### src/rtl/tcdm_tx_if_pipe_pkg.sv
// Shared types and sizing helpers for the TCDM TX read pipe.
package mchan_tcdm_pkg;

    // Widest transfer ID a command entry can carry; narrower IDs are zero-extended.
    localparam int unsigned SID_MAX_W = 8;

    // One queued beat command: which transfer it belongs to and whether it closes it.
    typedef struct packed {
        logic [SID_MAX_W-1:0] sid;
        logic                 eop;
    } beat_cmd_t;

    // Width of a counter that must represent 0..depth inclusive.
    function automatic int unsigned cnt_width(input int unsigned depth);
        return $clog2(depth + 1);
    endfunction

    // Width of a read/write pointer into a depth-entry ring.
    function automatic int unsigned ptr_width(input int unsigned depth);
        return (depth > 1) ? $clog2(depth) : 1;
    endfunction

endpackage

### src/rtl/tcdm_tx_if_pipe_if.sv
// Bundle of beat, TX data, TCDM and status signals around the TX read pipe.
// Handshakes: a transfer happens on every cycle where valid (req) and ready
// (gnt) are both high; beat/TCDM requests may drop without a grant, while
// tx_data_req_o and tx_data_dat_o are held stable from assertion until granted.
// The slave modport is the pipe's own view; master is the environment's view.
interface tcdm_tx_if_pipe_if #(
    parameter int unsigned TRANS_SID_WIDTH = 2,
    parameter int unsigned TCDM_ADD_WIDTH  = 12,
    parameter int unsigned DATA_WIDTH      = 32
);
    logic                       beat_eop_i;
    logic [TRANS_SID_WIDTH-1:0] beat_sid_i;
    logic [TCDM_ADD_WIDTH-1:0]  beat_add_i;
    logic [DATA_WIDTH/8-1:0]    beat_be_i;
    logic                       beat_we_ni;
    logic                       beat_req_i;
    logic                       beat_gnt_o;
    logic                       synch_req_o;
    logic [TRANS_SID_WIDTH-1:0] synch_sid_o;
    logic [DATA_WIDTH-1:0]      tx_data_dat_o;
    logic                       tx_data_req_o;
    logic                       tx_data_gnt_i;
    logic                       tcdm_req_o;
    logic [31:0]                tcdm_add_o;
    logic                       tcdm_we_o;
    logic [DATA_WIDTH-1:0]      tcdm_wdata_o;
    logic [DATA_WIDTH/8-1:0]    tcdm_be_o;
    logic                       tcdm_gnt_i;
    logic [DATA_WIDTH-1:0]      tcdm_r_rdata_i;
    logic                       tcdm_r_valid_i;
    logic                       err_o;

    modport slave (
        input  beat_eop_i, beat_sid_i, beat_add_i, beat_be_i, beat_we_ni, beat_req_i,
        input  tx_data_gnt_i, tcdm_gnt_i, tcdm_r_rdata_i, tcdm_r_valid_i,
        output beat_gnt_o, synch_req_o, synch_sid_o, tx_data_dat_o, tx_data_req_o,
        output tcdm_req_o, tcdm_add_o, tcdm_we_o, tcdm_wdata_o, tcdm_be_o, err_o
    );

    modport master (
        output beat_eop_i, beat_sid_i, beat_add_i, beat_be_i, beat_we_ni, beat_req_i,
        output tx_data_gnt_i, tcdm_gnt_i, tcdm_r_rdata_i, tcdm_r_valid_i,
        input  beat_gnt_o, synch_req_o, synch_sid_o, tx_data_dat_o, tx_data_req_o,
        input  tcdm_req_o, tcdm_add_o, tcdm_we_o, tcdm_wdata_o, tcdm_be_o, err_o
    );
endinterface

### src/rtl/tcdm_tx_if_pipe_fifo.sv
// Generic synchronous FIFO with full/empty/count; DEPTH must be a power of two.
// A push on a full FIFO is accepted only when a pop happens in the same cycle.
module mchan_sync_fifo
    import mchan_tcdm_pkg::*;
#(
    parameter int unsigned WIDTH = 8,
    parameter int unsigned DEPTH = 4
) (
    input  logic                         clk_i,
    input  logic                         rst_ni,
    input  logic                         push_i,
    input  logic                         pop_i,
    input  logic [WIDTH-1:0]             data_i,
    output logic [WIDTH-1:0]             data_o,
    output logic                         full_o,
    output logic                         empty_o,
    output logic [$clog2(DEPTH+1)-1:0]   count_o
);
    localparam int unsigned CW = cnt_width(DEPTH);
    localparam int unsigned PW = ptr_width(DEPTH);

    logic [WIDTH-1:0] mem_q [DEPTH];
    logic [PW-1:0]    wr_ptr_q;
    logic [PW-1:0]    rd_ptr_q;
    logic [CW-1:0]    count_q;
    logic             do_push;
    logic             do_pop;

    assign empty_o = (count_q == '0);
    assign full_o  = (count_q == CW'(DEPTH));
    assign do_pop  = pop_i & ~empty_o;
    assign do_push = push_i & (~full_o | do_pop);
    assign data_o  = mem_q[rd_ptr_q];
    assign count_o = count_q;

    // pointer and occupancy bookkeeping; pointers wrap naturally at DEPTH
    always_ff @(posedge clk_i) begin
        if (!rst_ni) begin
            wr_ptr_q <= '0;
            rd_ptr_q <= '0;
            count_q  <= '0;
        end else begin
            if (do_push) wr_ptr_q <= wr_ptr_q + PW'(1);
            if (do_pop)  rd_ptr_q <= rd_ptr_q + PW'(1);
            if (do_push && !do_pop)      count_q <= count_q + CW'(1);
            else if (!do_push && do_pop) count_q <= count_q - CW'(1);
        end
    end

    // storage write; contents are meaningless once the pointers are reset
    always_ff @(posedge clk_i) begin
        if (do_push) mem_q[wr_ptr_q] <= data_i;
    end

endmodule

### src/rtl/tcdm_tx_if_pipe.sv
// TCDM read-side TX pipe: issues credit-limited TCDM reads for TX beats,
// returns data in order with a zero-latency bypass, and pulses synch on the
// TX handshake of each end-of-packet beat.
module tcdm_tx_if_pipe
    import mchan_tcdm_pkg::*;
#(
    parameter int unsigned TRANS_SID_WIDTH = 2,
    parameter int unsigned TCDM_ADD_WIDTH  = 12,
    parameter int unsigned DATA_WIDTH      = 32,
    parameter int unsigned RESP_DEPTH      = 4
) (
    input logic              clk_i,
    input logic              rst_ni,
    tcdm_tx_if_pipe_if.slave bus
);
    localparam int unsigned CW = cnt_width(RESP_DEPTH);

    logic [CW-1:0]         in_flight_q, in_flight_d;
    logic                  err_q, err_d;
    logic                  tcdm_req, tcdm_hs;
    logic                  tx_req, tx_hs;
    logic [DATA_WIDTH-1:0] tx_dat;
    beat_cmd_t             cmd_in, cmd_head;
    logic                  cmd_full, cmd_empty;
    logic [CW-1:0]         cmd_count;
    logic [DATA_WIDTH-1:0] dat_head;
    logic                  dat_full, dat_empty;
    logic [CW-1:0]         dat_count;
    logic                  spurious, resp_ok, dat_push_req, dat_push, dat_pop, overflow;
    logic                  synch;
    logic                  cmd_unused;

    // Request side: only read beats are handled, and only while credit remains.
    assign tcdm_req = bus.beat_req_i & bus.beat_we_ni & (in_flight_q < CW'(RESP_DEPTH));
    assign tcdm_hs  = tcdm_req & bus.tcdm_gnt_i;
    assign cmd_in   = '{sid: SID_MAX_W'(bus.beat_sid_i), eop: bus.beat_eop_i};

    // Reads issued but not yet returned = in_flight minus what sits in the data FIFO;
    // a response with nothing outstanding is a protocol error and is dropped.
    assign spurious = bus.tcdm_r_valid_i & (in_flight_q == dat_count);
    assign resp_ok  = bus.tcdm_r_valid_i & ~spurious;

    // Head of the data FIFO has priority; an empty FIFO lets the response bypass.
    assign tx_req       = ~dat_empty | resp_ok;
    assign tx_dat       = dat_empty ? bus.tcdm_r_rdata_i : dat_head;
    assign tx_hs        = tx_req & bus.tx_data_gnt_i;
    assign dat_pop      = ~dat_empty & bus.tx_data_gnt_i;
    assign dat_push_req = resp_ok & ~(dat_empty & bus.tx_data_gnt_i);
    assign overflow     = dat_push_req & dat_full & ~dat_pop;
    assign dat_push     = dat_push_req & ~overflow;

    assign synch      = tx_hs & ~cmd_empty & cmd_head.eop;
    assign cmd_unused = ^{cmd_full, cmd_count, cmd_head.sid};

    mchan_sync_fifo #(
        .WIDTH ($bits(beat_cmd_t)),
        .DEPTH (RESP_DEPTH)
    ) u_cmd_fifo (
        .clk_i   (clk_i),
        .rst_ni  (rst_ni),
        .push_i  (tcdm_hs),
        .pop_i   (tx_hs),
        .data_i  (cmd_in),
        .data_o  (cmd_head),
        .full_o  (cmd_full),
        .empty_o (cmd_empty),
        .count_o (cmd_count)
    );

    mchan_sync_fifo #(
        .WIDTH (DATA_WIDTH),
        .DEPTH (RESP_DEPTH)
    ) u_dat_fifo (
        .clk_i   (clk_i),
        .rst_ni  (rst_ni),
        .push_i  (dat_push),
        .pop_i   (dat_pop),
        .data_i  (bus.tcdm_r_rdata_i),
        .data_o  (dat_head),
        .full_o  (dat_full),
        .empty_o (dat_empty),
        .count_o (dat_count)
    );

    // credit counter and sticky error next-state
    always_comb begin
        in_flight_d = in_flight_q;
        err_d       = err_q | spurious | overflow;
        if (tcdm_hs && !tx_hs)      in_flight_d = in_flight_q + CW'(1);
        else if (!tcdm_hs && tx_hs) in_flight_d = in_flight_q - CW'(1);
    end

    // credit counter and error flag registers
    always_ff @(posedge clk_i) begin
        if (!rst_ni) begin
            in_flight_q <= '0;
            err_q       <= 1'b0;
        end else begin
            in_flight_q <= in_flight_d;
            err_q       <= err_d;
        end
    end

    // Outputs are forced low while reset is asserted.
    assign bus.tcdm_req_o    = rst_ni & tcdm_req;
    assign bus.beat_gnt_o    = rst_ni & tcdm_hs;
    assign bus.tcdm_add_o    = rst_ni ? 32'(bus.beat_add_i) : '0;
    assign bus.tcdm_we_o     = rst_ni & bus.beat_we_ni;
    assign bus.tcdm_be_o     = rst_ni ? bus.beat_be_i : '0;
    assign bus.tcdm_wdata_o  = '0;
    assign bus.tx_data_req_o = rst_ni & tx_req;
    assign bus.tx_data_dat_o = rst_ni ? tx_dat : '0;
    assign bus.synch_req_o   = rst_ni & synch;
    assign bus.synch_sid_o   = (rst_ni && synch) ? cmd_head.sid[TRANS_SID_WIDTH-1:0] : '0;
    assign bus.err_o         = err_q;

endmodule
### src/flat_wrapper.sv
// flat-port wrapper written by rule: the top's interface ports become plain ports
module tcdm_tx_if_pipe_flat import mchan_tcdm_pkg::*;
#(
    parameter int unsigned TRANS_SID_WIDTH = 2,
    parameter int unsigned TCDM_ADD_WIDTH  = 12,
    parameter int unsigned DATA_WIDTH      = 32,
    parameter int unsigned RESP_DEPTH      = 4
)
  (clk_i, rst_ni, bus_beat_eop_i, bus_beat_sid_i, bus_beat_add_i, bus_beat_be_i, bus_beat_we_ni, bus_beat_req_i, bus_tx_data_gnt_i, bus_tcdm_gnt_i, bus_tcdm_r_rdata_i, bus_tcdm_r_valid_i, bus_beat_gnt_o, bus_synch_req_o, bus_synch_sid_o, bus_tx_data_dat_o, bus_tx_data_req_o, bus_tcdm_req_o, bus_tcdm_add_o, bus_tcdm_we_o, bus_tcdm_wdata_o, bus_tcdm_be_o, bus_err_o);
  tcdm_tx_if_pipe_if #(.TRANS_SID_WIDTH(TRANS_SID_WIDTH), .TCDM_ADD_WIDTH(TCDM_ADD_WIDTH), .DATA_WIDTH(DATA_WIDTH)) bus_i ();
  input logic clk_i;
  input logic rst_ni;
  input wire logic [$bits(bus_i.beat_eop_i)-1:0] bus_beat_eop_i;
  input wire logic [$bits(bus_i.beat_sid_i)-1:0] bus_beat_sid_i;
  input wire logic [$bits(bus_i.beat_add_i)-1:0] bus_beat_add_i;
  input wire logic [$bits(bus_i.beat_be_i)-1:0] bus_beat_be_i;
  input wire logic [$bits(bus_i.beat_we_ni)-1:0] bus_beat_we_ni;
  input wire logic [$bits(bus_i.beat_req_i)-1:0] bus_beat_req_i;
  input wire logic [$bits(bus_i.tx_data_gnt_i)-1:0] bus_tx_data_gnt_i;
  input wire logic [$bits(bus_i.tcdm_gnt_i)-1:0] bus_tcdm_gnt_i;
  input wire logic [$bits(bus_i.tcdm_r_rdata_i)-1:0] bus_tcdm_r_rdata_i;
  input wire logic [$bits(bus_i.tcdm_r_valid_i)-1:0] bus_tcdm_r_valid_i;
  output wire logic [$bits(bus_i.beat_gnt_o)-1:0] bus_beat_gnt_o;
  output wire logic [$bits(bus_i.synch_req_o)-1:0] bus_synch_req_o;
  output wire logic [$bits(bus_i.synch_sid_o)-1:0] bus_synch_sid_o;
  output wire logic [$bits(bus_i.tx_data_dat_o)-1:0] bus_tx_data_dat_o;
  output wire logic [$bits(bus_i.tx_data_req_o)-1:0] bus_tx_data_req_o;
  output wire logic [$bits(bus_i.tcdm_req_o)-1:0] bus_tcdm_req_o;
  output wire logic [$bits(bus_i.tcdm_add_o)-1:0] bus_tcdm_add_o;
  output wire logic [$bits(bus_i.tcdm_we_o)-1:0] bus_tcdm_we_o;
  output wire logic [$bits(bus_i.tcdm_wdata_o)-1:0] bus_tcdm_wdata_o;
  output wire logic [$bits(bus_i.tcdm_be_o)-1:0] bus_tcdm_be_o;
  output wire logic [$bits(bus_i.err_o)-1:0] bus_err_o;
  assign bus_i.beat_eop_i = bus_beat_eop_i;
  assign bus_i.beat_sid_i = bus_beat_sid_i;
  assign bus_i.beat_add_i = bus_beat_add_i;
  assign bus_i.beat_be_i = bus_beat_be_i;
  assign bus_i.beat_we_ni = bus_beat_we_ni;
  assign bus_i.beat_req_i = bus_beat_req_i;
  assign bus_i.tx_data_gnt_i = bus_tx_data_gnt_i;
  assign bus_i.tcdm_gnt_i = bus_tcdm_gnt_i;
  assign bus_i.tcdm_r_rdata_i = bus_tcdm_r_rdata_i;
  assign bus_i.tcdm_r_valid_i = bus_tcdm_r_valid_i;
  assign bus_beat_gnt_o = bus_i.beat_gnt_o;
  assign bus_synch_req_o = bus_i.synch_req_o;
  assign bus_synch_sid_o = bus_i.synch_sid_o;
  assign bus_tx_data_dat_o = bus_i.tx_data_dat_o;
  assign bus_tx_data_req_o = bus_i.tx_data_req_o;
  assign bus_tcdm_req_o = bus_i.tcdm_req_o;
  assign bus_tcdm_add_o = bus_i.tcdm_add_o;
  assign bus_tcdm_we_o = bus_i.tcdm_we_o;
  assign bus_tcdm_wdata_o = bus_i.tcdm_wdata_o;
  assign bus_tcdm_be_o = bus_i.tcdm_be_o;
  assign bus_err_o = bus_i.err_o;
  tcdm_tx_if_pipe #(.TRANS_SID_WIDTH(TRANS_SID_WIDTH), .TCDM_ADD_WIDTH(TCDM_ADD_WIDTH), .DATA_WIDTH(DATA_WIDTH), .RESP_DEPTH(RESP_DEPTH)) u_core (.clk_i(clk_i), .rst_ni(rst_ni), .bus(bus_i));
endmodule
### config.mk
export PLATFORM = sky130hd
export DESIGN_NAME = tcdm_tx_if_pipe_flat
export DESIGN_NICKNAME = d
export VERILOG_FILES = /design/src/rtl/tcdm_tx_if_pipe_pkg.sv /design/src/rtl/tcdm_tx_if_pipe_if.sv /design/src/rtl/tcdm_tx_if_pipe_fifo.sv /design/src/rtl/tcdm_tx_if_pipe.sv /design/src/flat_wrapper.sv
export SDC_FILE = /design/constraint.sdc
export NUM_CORES = 1
export LEC_CHECK = 0
export CELL_PAD_IN_SITES_DETAIL_PLACEMENT = 1
export CELL_PAD_IN_SITES_GLOBAL_PLACEMENT = 2
export CORE_ASPECT_RATIO = 1.1
export CORE_MARGIN = 2
export CORE_UTILIZATION = 40
export CTS_CLUSTER_SIZE = 25
export DETAILED_ROUTE_END_ITERATION = 8
export GPL_TIMING_DRIVEN = 0
export PLACE_DENSITY = 0.95
export SKIP_CTS_REPAIR_TIMING = 1
export SYNTH_ARGS = -nofsm -noshare
export SYNTH_HDL_FRONTEND = slang
export SYNTH_HIERARCHICAL = 1
export SYNTH_SLANG_ARGS = --single-unit
### constraint.sdc
create_clock -name clk_i -period 4.87 [get_ports clk_i]
set_input_delay 1.461 -clock clk_i [delete_from_list [all_inputs] [get_ports clk_i]]
set_output_delay 1.461 -clock clk_i [all_outputs]
set_load 0.02 [all_outputs]
==> impl_metrics.csv, run 1 <==
group,metric,value,unit
power,p_leak,3.69,nW
worst_setup_path,path_class,"in2out",
place,globalplace.congestion,0.740,
worst_setup_path,critPathMaxFanout,10,
worst_setup_path,crit_required,3.41,ns
cells_and_area,finalNonFillerCells,903,
logic_synthesis,yosysWarnings,6,
logic_synthesis,syn_avg_cell_area,16.2,sq um
sta,min_period,4.77,ns
sta,period_share,98.0,%
global_routing,grt_overflow_total,0,
sta,whs,0.514,ns
global_routing,grt.met1_usage,20.1,%
logic_synthesis,postSynthCellCount,465,
place,hpwl,11.3,mm
clocking,clock_latency,0.42,ns
worst_setup_path,critPathCaptureType,"output pin",
cells_and_area,area_growth,29.8,%
power,peakVddDrop,279,uV
die,pin_count,166,
job,drv_cap,0,
clocking,path_clk_slew,0.06,ns
sta,fmax,209,MHz
sta,relSlewSlack,37.0,%
sta,setup_slack,0.0957,ns
global_routing,use_met3,5.62,%
die,placementRows,52,
place,place_ws,-0.237,ns
global_routing,grt_use_met2,29.1,%
clocking,cts_buffer_depth,2,
worst_setup_path,ff2ff_setup_slack,1.71,ns
global_routing,grt_antenna_before_repair,2,
detailed_routing,vias,4328,
worst_setup_path,critPathArrivalTime,3.31,ns
clocking,root_buffer,"clkbuf_16",
clocking,cts-htree-levels,4,
detailed_routing,ant_nets,0,
sta,rsz0062_at_grt,"no",
detailed_routing,firstDrtPassIters,6,
detailed_routing,wire_per_inst,18.1,um
die,die_w,135,um
global_routing,grt_pass1_wl,25.5,mm
global_routing,grt_pass1_vias,4678,
global_routing,grt_start_max_net_pins,33,
sta,tns,0,ns
detailed_routing,drc,0,
hold_path,holdCritPathClass,"reg2reg",
die,core_region_area,18400,sq um
die,initial_utilization,40.8,%
worst_setup_path,crit_path_start_kind,"primary input",
power,powerDensity,465,nW/um^2
clocking,cts_tree,"yes",
sta,slew_violations,0,
detailed_routing,via_per_inst,4.79,
clocking,cts_buffers,17,
logic_synthesis,syn_area,7520,sq um
global_routing,top_usage_layer,"met2",
outcome,status,"complete, no violations",
place,port_buffers,113,
sta,worstMarginPinSlew,0.946,ns
sta,setup_viol,0,
sta,skew,0.00795,ns
cells_and_area,drive_gt1_share,22.9,%
clocking,cts.sinks,162,
cells_and_area,nets,720,
sta,hold_viol,0,
die,dieArea,19900,sq um
die,die_h,148,um
detailed_routing,drt-initial-drc-count,203,
detailed_routing,routed_wl,16.4,mm
cells_and_area,diodes,0,
place,placedCellCount,872,
global_routing,grtUsageTotal,16.8,%
report_power, final:
| part | switching (mW) | total (mW) | internal (mW) |
|---|---|---|---|
| sequential | 0.104 | 1.82 | 1.71 |
| clock | 0.548 | 1.31 | 0.762 |
| combinational | 0.717 | 1.41 | 0.692 |
| total | 1.37 | 4.53 | 3.17 |
metrics by stage:
step	power, mW	cell area, sq um	util (%)
4_1_cts	4.58	9730	52.8
2_1_floorplan	2.80	7710	-
6_report	4.53	9760	53.0
3_3_place_gp	3.18	9140	49.7
3_5_place_dp	3.26	9150	49.7
5_1_grt	4.74	9760	53.0
path summary, 6_finish.rpt:
path                                                                 start                                    endpoint  cells past startpoint
worst max-delay path                                                rst_ni                            bus_tcdm_be_o[1]                      5
worst max register to register   u_core/u_dat_fifo/count_o[0]$_SDFFE_PN0P_   u_core/u_dat_fifo/count_o[2]$_SDFFE_PN0P_                     12
worst min register to register  u_core/u_cmd_fifo/wr_ptr_q[0]$_SDFFE_PN0P_  u_core/u_cmd_fifo/wr_ptr_q[0]$_SDFFE_PN0P_                      2
worst min-delay path            u_core/u_cmd_fifo/wr_ptr_q[0]$_SDFFE_PN0P_  u_core/u_cmd_fifo/wr_ptr_q[0]$_SDFFE_PN0P_                      2
state kept, by name, summed over array words and instances, names as in the netlist, named ones only:
name	count
u_core/u_cmd_fifo/mem_q	12
u_core/u_cmd_fifo/wr_ptr_q	2
u_core/u_dat_fifo/mem_q	128
u_core/bus.err_o	1
u_core/u_dat_fifo/count_o	3
u_core/u_cmd_fifo/count_o	3
u_core/u_cmd_fifo/rd_ptr_q	2
u_core/u_dat_fifo/wr_ptr_q	2
u_core/u_dat_fifo/rd_ptr_q	2
u_core/in_flight_q	3
metal layers:
| layer | share of wire, % | wire length (um) |
|---|---|---|
| met1 | 40 | 6560 |
| met5 | 0.073 | 12 |
| met3 | 6.7 | 1100 |
| met2 | 52 | 8460 |
| met4 | 1.4 | 224 |
worst max-delay path: stages:
cell and delay (ns):
clkdlybuf4s50_1 0.54, clkbuf_4 0.24, clkbuf_1 0.26, and2_1 0.18, clkdlybuf4s50_1 0.62
cells in the final DEF, fill, tap and decap left out, types with 3 or more instances in the layout:
cell,count
edfxtp_1,140
clkdlybuf4s50_1,106
buf_4,52
conb_1,52
mux2i_1,39
nor2b_1,37
mux4_2,35
and2_1,31
dfxtp_1,22
clkbuf_16,17
inv_1,11
ha_1,11
buf_2,10
xnor2_1,10
nand2_1,9
clkbuf_1,7
dlymetal6s2s_1,7
clkinv_4,4
a211oi_2,4
a21boi_0,4
o21ai_0,4
and2_2,4
inv_6,3
xor2_1,3
or3_1,3
fa_1,3
buf_12,3
layout make-up:
class | count | area, sq um
plain buffers | 74 | 549
clock buffers | 18 | 429
clock inverters | 13 | 153
fillers | 1807 | 8660
inverters | 11 | 41.3
multi-input cells | 269 | 2490
flip-flops and latches | 162 | 4640
well taps | 243 | 304
repair buffers | 113 | 1150
(Power assumes the default switching activity.)
==> run 2: changes to the inputs <==
CAP_MARGIN = 20   (was unset)
==> results of run 2 <==
Same layout as run 1: the final DEF is identical, and so are final timing and power.
==> run 3: changes to the inputs <==
CORE_UTILIZATION = 37   (was 40)
PLACE_DENSITY = 0.9   (was 0.95)
clock period = 4.98 ns   (was 4.87 ns; I/O delays follow)
==> run 3 against run 2 <==
  * First-iteration DRC count down 0.49%
  * Combinational power is essentially flat
  * Clock skew decreased by 0.00089 ns
  * Critical endpoint is now bus_tx_data_dat_o[18]
  * Largest cell class unchanged
==> impl_metrics.csv, run 3 (synthesized netlist as in run 1, its figures left out) <==
group,metric,value,unit
outcome,status,"complete, no violations",
sta,setup_slack,0.104,ns
sta,setup_viol,0,
detailed_routing,drt-initial-drc-count,202,
power,switchingPower,1.33,mW
die,initial_utilization,37.8,%
detailed_routing,wire_per_inst,17.3,um
power,sw_frac_of_total,30.2,%
worst_setup_path,path_common_cell,"clkdlybuf4s50_1",
worst_setup_path,critPathArrivalTime,3.38,ns
place,hpwl,11.3,mm
sta,slew_violations,0,
sta,fmax,205,MHz
cells_and_area,final_common_cell,"edfxtp_1",
hold_path,holdPathStages,2,
sta,whs,0.510,ns
cells_and_area,regMostFlops,"u_core/u_dat_fifo/mem_q",
die,core_region_area,19900,sq um
sta,period_share,97.9,%
place,dpl_cell_area,9240,sq um
cells_and_area,design_area,9810,sq um
worst_setup_path,cpPeakStageDelay,0.63,ns
global_routing,grtUsageTotal,15.4,%
clocking,cts_buffers,17,
place,globalplace.congestion,0.737,
place,place_ws,-0.174,ns
clocking,root_buffer,"clkbuf_16",
global_routing,grt_overflow_total,0,
power,internal_power,3.06,mW
cells_and_area,layout_common_cells,"edfxtp_1 (140), clkdlybuf4s50_1 (111), buf_4 (52), conb_1 (52), mux2i_1 (39)",
worst_setup_path,path_class,"in2out",
hold_path,holdCritPathClass,"reg2reg",
cells_and_area,drive_gt1_share,23.6,%
clocking,cts.sinks,162,
clocking,cts_buffer_depth,2,
clocking,cts-htree-levels,4,
detailed_routing,via_per_inst,4.69,
worst_setup_path,critPathMaxFanout,10,
hold_path,hold_end,"u_core/u_cmd_fifo/wr_ptr_q[0]$_SDFFE_PN0P_",
clocking,path_clk_slew,0.06,ns
sta,skew,0.00706,ns
power,p_leak,3.64,nW
cells_and_area,largestRegisters,"u_core/u_dat_fifo/mem_q x128, u_core/u_cmd_fifo/mem_q x12",
die,dieArea,21500,sq um
worst_setup_path,cp_top_family,"buffers and inverters",
power,combPwrFrac,31.8,%
global_routing,grt_pass1_vias,4804,
detailed_routing,routed_wl,15.9,mm
job,drv_cap,0,
cells_and_area,final_core_util,49.4,%
die,pin_count,166,
cells_and_area,nets,724,
power,p_clk_share,27.8,%
die,die_h,153,um
worst_setup_path,critPathCaptureType,"output pin",
place,port_buffers,113,
cells_and_area,final.fill_count,1973,
power,peakVddDrop,307,uV
worst_setup_path,cp_cell_sequence,"clkdlybuf4s50_1, clkbuf_4, clkbuf_2, nor2b_1, clkdlybuf4s50_1",
cells_and_area,largest_reg_flops,128,
power,powerDensity,447,nW/um^2
global_routing,grt_pass1_wl,25.7,mm
sta,rsz0062_at_grt,"no",
sta,min_period,4.88,ns
worst_setup_path,rr_startpoint,"u_core/u_dat_fifo/count_o[0]$_SDFFE_PN0P_",
global_routing,grt_start_max_net_pins,29,
cells_and_area,diodes,0,
die,placementRows,54,
worst_setup_path,crit_path_start_kind,"primary input",
worst_setup_path,path_buf_inv,4,
detailed_routing,vias,4298,
hold_path,min_from,"u_core/u_cmd_fifo/wr_ptr_q[0]$_SDFFE_PN0P_",
worst_setup_path,ff2ff_setup_slack,1.84,ns
detailed_routing,firstDrtPassIters,4,
worst_setup_path,r2r-end,"u_core/u_cmd_fifo/count_o[2]$_SDFFE_PN0P_",
clocking,clock_latency,0.42,ns
detailed_routing,drc,0,
worst_setup_path,crit_required,3.49,ns
global_routing,grt_antenna_before_repair,1,
sta,hold_viol,0,
clocking,cts_tree,"yes",
worst_setup_path,worstRegToRegCells,12,
worst_setup_path,slowest_stage,"clkdlybuf4s50_1",
cells_and_area,area_growth,30.5,%
die,die_w,140,um
detailed_routing,ant_nets,0,
power,power_frac_seq,40.4,%
-- run 3: through the flow --
stage	instances	power (mW)	setup TNS [ns]
after floorplan	516	2.74	0
after global placement	881	3.12	-2.27
after detailed placement	885	3.20	-2.66
after CTS	917	4.44	-2.20
after global routing	917	4.62	0
final	917	4.38	0
-- run 3: tightest hold or removal path: stages, from the launching register on --
cell     delay [ns]
dfxtp_1        0.34
nand2_1        0.07
mux2i_1        0.05
-- run 3: how the worst max path moves through the flow --
stage	cells past startpoint	end	slack (ns)	start
2_1_floorplan	3	bus_tx_data_req_o	1.21	bus_tcdm_r_valid_i
3_3_place_gp	5	bus_tx_data_dat_o[2]	-0.15	rst_ni
3_5_place_dp	5	bus_tx_data_dat_o[2]	-0.17	rst_ni
4_1_cts	5	bus_tx_data_dat_o[2]	-0.17	rst_ni
5_1_grt	5	bus_tx_data_dat_o[1]	0.01	rst_ni
6_report	5	bus_tx_data_dat_o[18]	0.10	rst_ni
-- run 3: power by group through the flow --
stage          clock network (mW)  logic (mW)  registers, mW
2_1_floorplan                   0       0.966           1.77
3_3_place_gp                    0        1.33           1.79
3_5_place_dp                    0        1.41           1.80
4_1_cts                      1.25        1.42           1.77
5_1_grt                      1.31        1.52           1.79
6_report                     1.22        1.40           1.77
-- run 3: area by class of cell --
class	instances	area [sq um]	share of cell area [%]
Buffer	74	549	5.60
Clock inverter	15	131	1.34
Clock buffer	17	425	4.34
Sequential cell	162	4640	47.3
Inverter	11	41.3	0.421
Tap cell	252	315	3.21
Multi-Input combinational cell	269	2490	25.4
Timing Repair Buffer	117	1220	12.4
-- run 3: per-layer routing --
metal  global-route usage (%)  share of wire (%)  vias up
li1                         -                  -     1998
met3                     4.67                6.4       20
met2                     27.8                 52      132
met1                     17.6                 40     2146
met5                        0              0.082        -
met4                     4.24                1.2        2
